[src/rtl/RSA_pkg.sv]
// Shared RSA types: operand width, key type, Montgomery operand bundles and the
// state encoding of the Montgomery pre-computation block.
package RSA_pkg;

    localparam int unsigned MOD_WIDTH = 256;
    localparam int unsigned CNT_WIDTH = $clog2(2 * MOD_WIDTH + 1);

    typedef logic [MOD_WIDTH-1:0] KeyType;

    typedef struct packed {
        KeyType base;
        KeyType msg;
        KeyType key;
        KeyType modulus;
    } RSAMontModIn;

    typedef struct packed {
        KeyType msg;
        KeyType key;
        KeyType modulus;
    } RSAPrepIn;

    typedef enum logic [1:0] {
        StIdle,
        StCalc,
        StDone
    } prep_state_e;

    // Moduli for which a Montgomery base is meaningless.
    function automatic logic mod_is_bad(input KeyType modulus);
        return !modulus[0] || (modulus < KeyType'(3));
    endfunction

endpackage

[src/rtl/rsa_mont_prep_if.sv]
// Request/response handshake of the Montgomery pre-computation block; the o_*
// side matches the exponentiator input port so it can be wired straight through.
interface rsa_mont_prep_if;
    import RSA_pkg::*;

    logic        i_valid;
    logic        i_ready;
    RSAPrepIn    i_in;
    logic        o_valid;
    logic        o_ready;
    RSAMontModIn o_out;

    modport slave (
        input  i_valid, i_in, o_ready,
        output i_ready, o_valid, o_out
    );

    modport master (
        output i_valid, i_in, o_ready,
        input  i_ready, o_valid, o_out
    );

endinterface

[src/rtl/rsa_mod_double.sv]
// One modular doubling step: r_next = 2*r mod modulus, assuming r < modulus.
module rsa_mod_double
    import RSA_pkg::*;
(
    input  logic [MOD_WIDTH:0] r,
    input  KeyType             modulus,
    output logic [MOD_WIDTH:0] r_next
);

    logic [MOD_WIDTH:0] t;
    logic [MOD_WIDTH:0] m_ext;

    always_comb begin
        t      = r << 1;
        m_ext  = {1'b0, modulus};
        r_next = (t >= m_ext) ? (t - m_ext) : t;
    end

endmodule

[src/rtl/rsa_mont_prep.sv]
// Computes base = 2^(2*MOD_WIDTH) mod modulus by repeated doubling and hands the
// packed operand set to the exponentiator. Optional: RSA_PREP_MOD_CHECK_EN.
module rsa_mont_prep
    import RSA_pkg::*;
(
    input logic             clk,
    input logic             rst_n,
    rsa_mont_prep_if.slave  bus
);

    localparam logic [CNT_WIDTH-1:0] LastStep = CNT_WIDTH'(2 * MOD_WIDTH - 1);

    prep_state_e          state_q, state_d;
    logic [CNT_WIDTH-1:0] cnt_q, cnt_d;
    logic [MOD_WIDTH:0]   r_q, r_d, r_dbl;
    RSAPrepIn             req_q, req_d;

    rsa_mod_double u_dbl (
        .r       (r_q),
        .modulus (req_q.modulus),
        .r_next  (r_dbl)
    );

    always_comb begin
        state_d = state_q;
        cnt_d   = cnt_q;
        r_d     = r_q;
        req_d   = req_q;
        unique case (state_q)
            StIdle: begin
                if (bus.i_valid) begin
                    req_d   = bus.i_in;
                    cnt_d   = '0;
                    // modulus == 1 starts from residue 0 so the result is 0
                    r_d     = '0;
                    r_d[0]  = (bus.i_in.modulus != KeyType'(1));
                    state_d = StCalc;
`ifdef RSA_PREP_MOD_CHECK_EN
                    if (mod_is_bad(bus.i_in.modulus)) begin
                        r_d     = '0;
                        state_d = StDone;
                    end
`endif
                end
            end
            StCalc: begin
                r_d   = r_dbl;
                cnt_d = cnt_q + 1'b1;
                if (cnt_q == LastStep) begin
                    state_d = StDone;
                end
            end
            StDone: begin
                if (bus.o_ready) begin
                    state_d = StIdle;
                end
            end
            default: state_d = StIdle;
        endcase
    end

    always_ff @(posedge clk or negedge rst_n) begin
        if (!rst_n) begin
            state_q <= StIdle;
            cnt_q   <= '0;
            r_q     <= '0;
            req_q   <= '0;
        end else begin
            state_q <= state_d;
            cnt_q   <= cnt_d;
            r_q     <= r_d;
            req_q   <= req_d;
        end
    end

    assign bus.i_ready = (state_q == StIdle);
    assign bus.o_valid = (state_q == StDone);

    always_comb begin
        bus.o_out = '0;
        if (state_q == StDone) begin
            bus.o_out.base    = r_q[MOD_WIDTH-1:0];
            bus.o_out.msg     = req_q.msg;
            bus.o_out.key     = req_q.key;
            bus.o_out.modulus = req_q.modulus;
        end
    end

endmodule

[src/flat_wrapper.sv]
// flat-port wrapper written by rule: the top's interface ports become plain ports
module rsa_mont_prep_flat import RSA_pkg::*;
  (clk, rst_n, bus_i_valid, bus_i_in, bus_o_ready, bus_i_ready, bus_o_valid, bus_o_out);
  rsa_mont_prep_if bus_i ();
  input logic clk;
  input logic rst_n;
  input wire logic [$bits(bus_i.i_valid)-1:0] bus_i_valid;
  input wire logic [$bits(bus_i.i_in)-1:0] bus_i_in;
  input wire logic [$bits(bus_i.o_ready)-1:0] bus_o_ready;
  output wire logic [$bits(bus_i.i_ready)-1:0] bus_i_ready;
  output wire logic [$bits(bus_i.o_valid)-1:0] bus_o_valid;
  output wire logic [$bits(bus_i.o_out)-1:0] bus_o_out;
  assign bus_i.i_valid = bus_i_valid;
  assign bus_i.i_in = bus_i_in;
  assign bus_i.o_ready = bus_o_ready;
  assign bus_i_ready = bus_i.i_ready;
  assign bus_o_valid = bus_i.o_valid;
  assign bus_o_out = bus_i.o_out;
  rsa_mont_prep u_core (.clk(clk), .rst_n(rst_n), .bus(bus_i));
endmodule
[config.mk]
export PLATFORM = sky130hd
export DESIGN_NAME = rsa_mont_prep_flat
export DESIGN_NICKNAME = d
export VERILOG_FILES = /design/src/rtl/RSA_pkg.sv /design/src/rtl/rsa_mont_prep_if.sv /design/src/rtl/rsa_mod_double.sv /design/src/rtl/rsa_mont_prep.sv /design/src/flat_wrapper.sv
export SDC_FILE = /design/constraint.sdc
export NUM_CORES = 2
export LEC_CHECK = 0
export CORE_AREA = 2 2 699 701
export DETAILED_ROUTE_END_ITERATION = 6
export DIE_AREA = 0 0 701 703
export PLACE_DENSITY_LB_ADDON = 0.1
export SETUP_SLACK_MARGIN = 0.5
export SYNTH_ARGS = -nofsm -noshare
export SYNTH_HDL_FRONTEND = slang
export SYNTH_SLANG_ARGS = --single-unit
[constraint.sdc]
create_clock -name clk -period 9.5 [get_ports clk]
set_clock_uncertainty 0.1 [all_clocks]
set_input_delay 2.375 -clock clk [delete_from_list [all_inputs] [get_ports clk]]
set_output_delay 2.375 -clock clk [all_outputs]
set_load 0.01 [all_outputs]
==> metrics.txt <==
# TYPE chip_impl_metric gauge
chip_impl_metric{name="die_outline_area",unit="sq mm"} 0.493
chip_impl_metric{name="detailedPlacementHpwl",unit="mm"} 436
chip_impl_metric{name="footprint_of_the_multi_input_gates",unit="sq mm"} 0.0377
chip_impl_metric{name="netlist-cell-type-count",unit=""} 81
chip_impl_metric{name="cts_made_buffers",unit=""} 164
chip_impl_metric{name="worst_setup_hold_path_clk_slew",unit="ns"} 0.06
chip_impl_metric{name="cp_data_required_time",unit="ns"} 10.14
chip_impl_metric{name="r2r_cells",unit=""} 18
chip_impl_info{name="regToRegStartpoint",value="u_core.req_q[28]"} 1
chip_impl_metric{name="postRouteAntennaNets",unit=""} 0
chip_impl_metric{name="holdBufCountCts",unit=""} 0
chip_impl_metric{name="start_util",unit=""} 0.138
chip_impl_metric{name="synthToLayoutAreaGrowth",unit="%"} 45.7
chip_impl_metric{name="ff2ff_setup_slack",unit="ns"} 2.78
chip_impl_info{name="cts_root_buffer",value="clkbuf_16"} 1
chip_impl_info{name="worstSetupEndpointType",value="register"} 1
chip_impl_metric{name="period_share",unit=""} 0.707
chip_impl_metric{name="synthCells",unit=""} 8882
chip_impl_metric{name="fillCellCount",unit=""} 54689
chip_impl_metric{name="wl_per_cell",unit="um"} 30.9
chip_impl_metric{name="post-synth-top-area-fraction",unit=""} 0.387
chip_impl_metric{name="max-slew-margin-rel",unit=""} 0.101
chip_impl_metric{name="cts_resized",unit=""} 0
chip_impl_info{name="hold_wc_path_type",value="register to register"} 1
chip_impl_metric{name="syn-cell-area",unit="sq mm"} 0.0670
chip_impl_metric{name="grt_pass1_wl",unit="mm"} 688
chip_impl_metric{name="grt-ovfl-total",unit=""} 0
chip_impl_metric{name="finish.utilization",unit=""} 0.201
chip_impl_metric{name="min_clock_period_post_route",unit="ns"} 6.72
chip_impl_metric{name="leakagePower",unit="nW"} 40.7
chip_impl_metric{name="design.final.nets",unit=""} 11399
chip_impl_metric{name="drv_slew",unit=""} 0
chip_impl_metric{name="port_buffers",unit=""} 1797
chip_impl_info{name="postSynth.topFlopCell",value="dfrtp_1"} 1
chip_impl_metric{name="power.density_cell_area",unit="mW/mm^2"} 250
chip_impl_metric{name="achievable-frequency",unit="MHz"} 149
chip_impl_info{name="synthTopCellsByArea",value="dfrtp_1 (39%), nand2_1 (13%), and2_1 (9.7%), a21oi_1 (5.0%), ha_1 (4.8%)"} 1
chip_impl_metric{name="post-place-cells",unit=""} 16653
chip_impl_metric{name="ys_async_sr_fraction",unit=""} 1.00
chip_impl_metric{name="post_detailed_route_via_to_cell_ratio",unit=""} 4.25
chip_impl_metric{name="grt_pass1_vias",unit=""} 72100
chip_impl_metric{name="synth-seq-area-share",unit=""} 0.387
chip_impl_metric{name="detail_route.first_pass.iterations",unit=""} 6
chip_impl_metric{name="floorplan.rows",unit=""} 256
chip_impl_metric{name="globalRouteTotalUtil",unit=""} 0.204
chip_impl_metric{name="timing.setup.tns",unit="ns"} 0
chip_impl_metric{name="drt_first_iter_violations",unit=""} 6209
chip_impl_info{name="timing.hold.worst.start",value="u_core.req_q[497]"} 1
chip_impl_metric{name="grt_max_degree",unit=""} 216
chip_impl_metric{name="share_of_post_route_cells_with_drive_strength_above_1",unit=""} 0.0387
chip_impl_info{name="setup_repair_after_global_routing_missed_its_margin",value="false"} 1
chip_impl_metric{name="max_cap_violations",unit=""} 0
chip_impl_metric{name="route.detailed.drc",unit=""} 0
chip_impl_metric{name="cts_setup_buffers",unit=""} 0
chip_impl_metric{name="hold_critical_path_depth",unit=""} 2
chip_impl_metric{name="hold_viol_final",unit=""} 0
chip_impl_metric{name="worst_pin_slew",unit="ns"} 1.34
chip_impl_info{name="worstSetupPathType",value="register to register"} 1
chip_impl_metric{name="cts.htree.levels",unit=""} 4
chip_impl_metric{name="synth.ff_latch_count",unit=""} 1036
chip_impl_metric{name="stdcell_count",unit=""} 17015
chip_impl_metric{name="critical_path_arrival",unit="ns"} 7.36
chip_impl_info{name="synthTopCellsByCount",value="nand2_1 (2347), and2_1 (1040), dfrtp_1 (1036)"} 1
chip_impl_metric{name="clk_path_buf_depth",unit=""} 4
chip_impl_metric{name="setup-violations-final",unit=""} 0
chip_impl_metric{name="gp_routability_congestion",unit=""} 0.999
chip_impl_info{name="worst_setup_path_start_kind",value="register"} 1
chip_impl_info{name="rr_endpoint",value="u_core.r_q[160]"} 1
chip_impl_metric{name="synth_warnings",unit=""} 0
chip_impl_metric{name="vdd_drop_max",unit="uV"} 148
chip_impl_metric{name="grt_antenna_before_repair",unit=""} 198
chip_impl_metric{name="register_area",unit="sq mm"} 0.0259
chip_impl_metric{name="die_y_extent",unit="um"} 703
chip_impl_metric{name="synth_fp_nets",unit=""} 9912
chip_impl_metric{name="clkSinkCount",unit=""} 1036
chip_impl_metric{name="clk_latency",unit="ns"} 0.89
chip_impl_metric{name="drt-total-wl",unit="mm"} 527
chip_impl_info{name="synthDominantAreaCellType",value="dfrtp_1"} 1
chip_impl_metric{name="number_of_enable_type_register_cells_in_the_synthesized_netlist",unit=""} 0
chip_impl_metric{name="die_width",unit="um"} 701
chip_impl_metric{name="vias_after_detailed_routing",unit=""} 72242
chip_impl_info{name="hold-path-endpoint",value="u_core.req_q[497]"} 1
chip_impl_info{name="yosys.cell_count.top_type",value="nand2_1"} 1
chip_impl_info{name="clock_tree_from_tritoncts",value="built"} 1
chip_impl_metric{name="syn-mean-instance-area",unit="sq um"} 7.54
chip_impl_metric{name="ioPinCount",unit=""} 1798
chip_impl_metric{name="crit_fanout",unit=""} 95
chip_impl_metric{name="floorplan.core_area",unit="sq mm"} 0.485
chip_impl_info{name="outcome",value="finished, final reports clean"} 1
[flip-flops by register name (all words and copies together), names as in the netlist]
register / count
u_core.cnt_q: 10
u_core.state_q: 2
u_core.req_q: 768
u_core.r_q: 256
[layout make-up]
class | count | share of cell area
diodes | 74 | 0.00190
clock buffers | 239 | 0.0492
clock inverters | 49 | 0.00674
inverters | 356 | 0.0137
multi-input cells | 6932 | 0.387
flip-flops and latches | 1036 | 0.266
well taps | 6450 | 0.0827
repair buffers | 1879 | 0.193
[how the worst max path moves through the flow]
stage	from	to	slack, ns
6_report	u_core.req_q[28]	u_core.r_q[160]	2.78
2_1_floorplan	u_core.state_q[0]	bus_o_out[774]	5.34
3_3_place_gp	u_core.req_q[28]	u_core.r_q[160]	2.74
4_1_cts	u_core.state_q[1]	bus_o_out[205]	2.54
3_5_place_dp	u_core.req_q[28]	u_core.r_q[160]	2.63
5_1_grt	u_core.req_q[28]	u_core.r_q[160]	2.28
[metrics by stage]
stage                     hold slack, ns  setup slack (ns)  power, mW  area [sq um]
after floorplan                    0.337              5.34       13.5         67000
after global placement             0.349              2.74       17.8         91900
after detailed placement           0.354              2.63       17.8         91900
after CTS                          0.369              2.54       24.6         97400
after global routing               0.383              2.28       26.0         97500
final                              0.364              2.78       24.4         97600
[cell usage in the layout, fill, tap and decap left out, types with 22 or more instances in the layout]
master	instances
nand2_1	2346
clkdlybuf4s50_1	1796
and2_1	1038
dfrtp_1	1036
a21oi_1	673
o21ai_0	566
nor2_1	456
inv_1	356
ha_1	257
o21ai_1	240
nand4_1	182
clkbuf_16	167
xnor2_1	130
a21o_1	114
xor2_1	106
o21bai_1	96
nor3_1	88
nor4_1	78
nand3_1	77
diode_2	74
buf_4	61
o21a_1	52
clkbuf_1	37
clkbuf_8	35
mux2i_1	30
a31oi_1	27
o31ai_1	25
a22oi_1	23
nand2b_1	22
[layer usage]
metal,part of all wire,GRT usage
met4,0.040,0.0682
met3,0.074,0.0542
met2,0.44,0.319
met5,0.0015,0.00777
met1,0.44,0.270
[kinds of logic (layout without fill, tap and decap cells)]
kind of cell / Yosys count / after routing / share of synthesized area
other: 0 / 74 / 0
DFF: 1036 / 1036 / 0.387
AOI/OAI and AO/OA: 2010 / 2010 / 0.173
xor gates and xnor gates: 236 / 236 / 0.0309
adders and majority gates: 258 / 258 / 0.0483
and+or+nand+nor: 4397 / 4397 / 0.304
buffers and inverters: 914 / 2523 / 0.0525
muxes: 31 / 31 / 0.00465
[power by group]
part	total [mW]	switching, mW	leakage (nW)	internal (mW)
Clock	6.52	2.69	2.67	3.83
Sequential	6.56	1.17	12.8	5.39
Combinational	11.3	7.42	25.3	3.91
Total	24.4	11.3	40.7	13.1
[worst max-delay path: stages (launching register included)]
cell	delay (ns)
dfrtp_1	0.35
inv_1	0.07
ha_1	0.40
a21oi_1	0.24
o21ai_0	0.19
a21oi_1	0.25
nor4_1	0.07
o21ai_0	0.55
nand3b_1	0.42
a21o_1	0.39
a31oi_2	0.40
o21ai_1	0.28
a31o_2	0.34
a21oi_4	0.17
buf_4	0.83
nand2b_2	0.55
buf_4	0.53
nor2_1	0.11
a221o_1	0.27
Power figures use the tool's default switching activity.
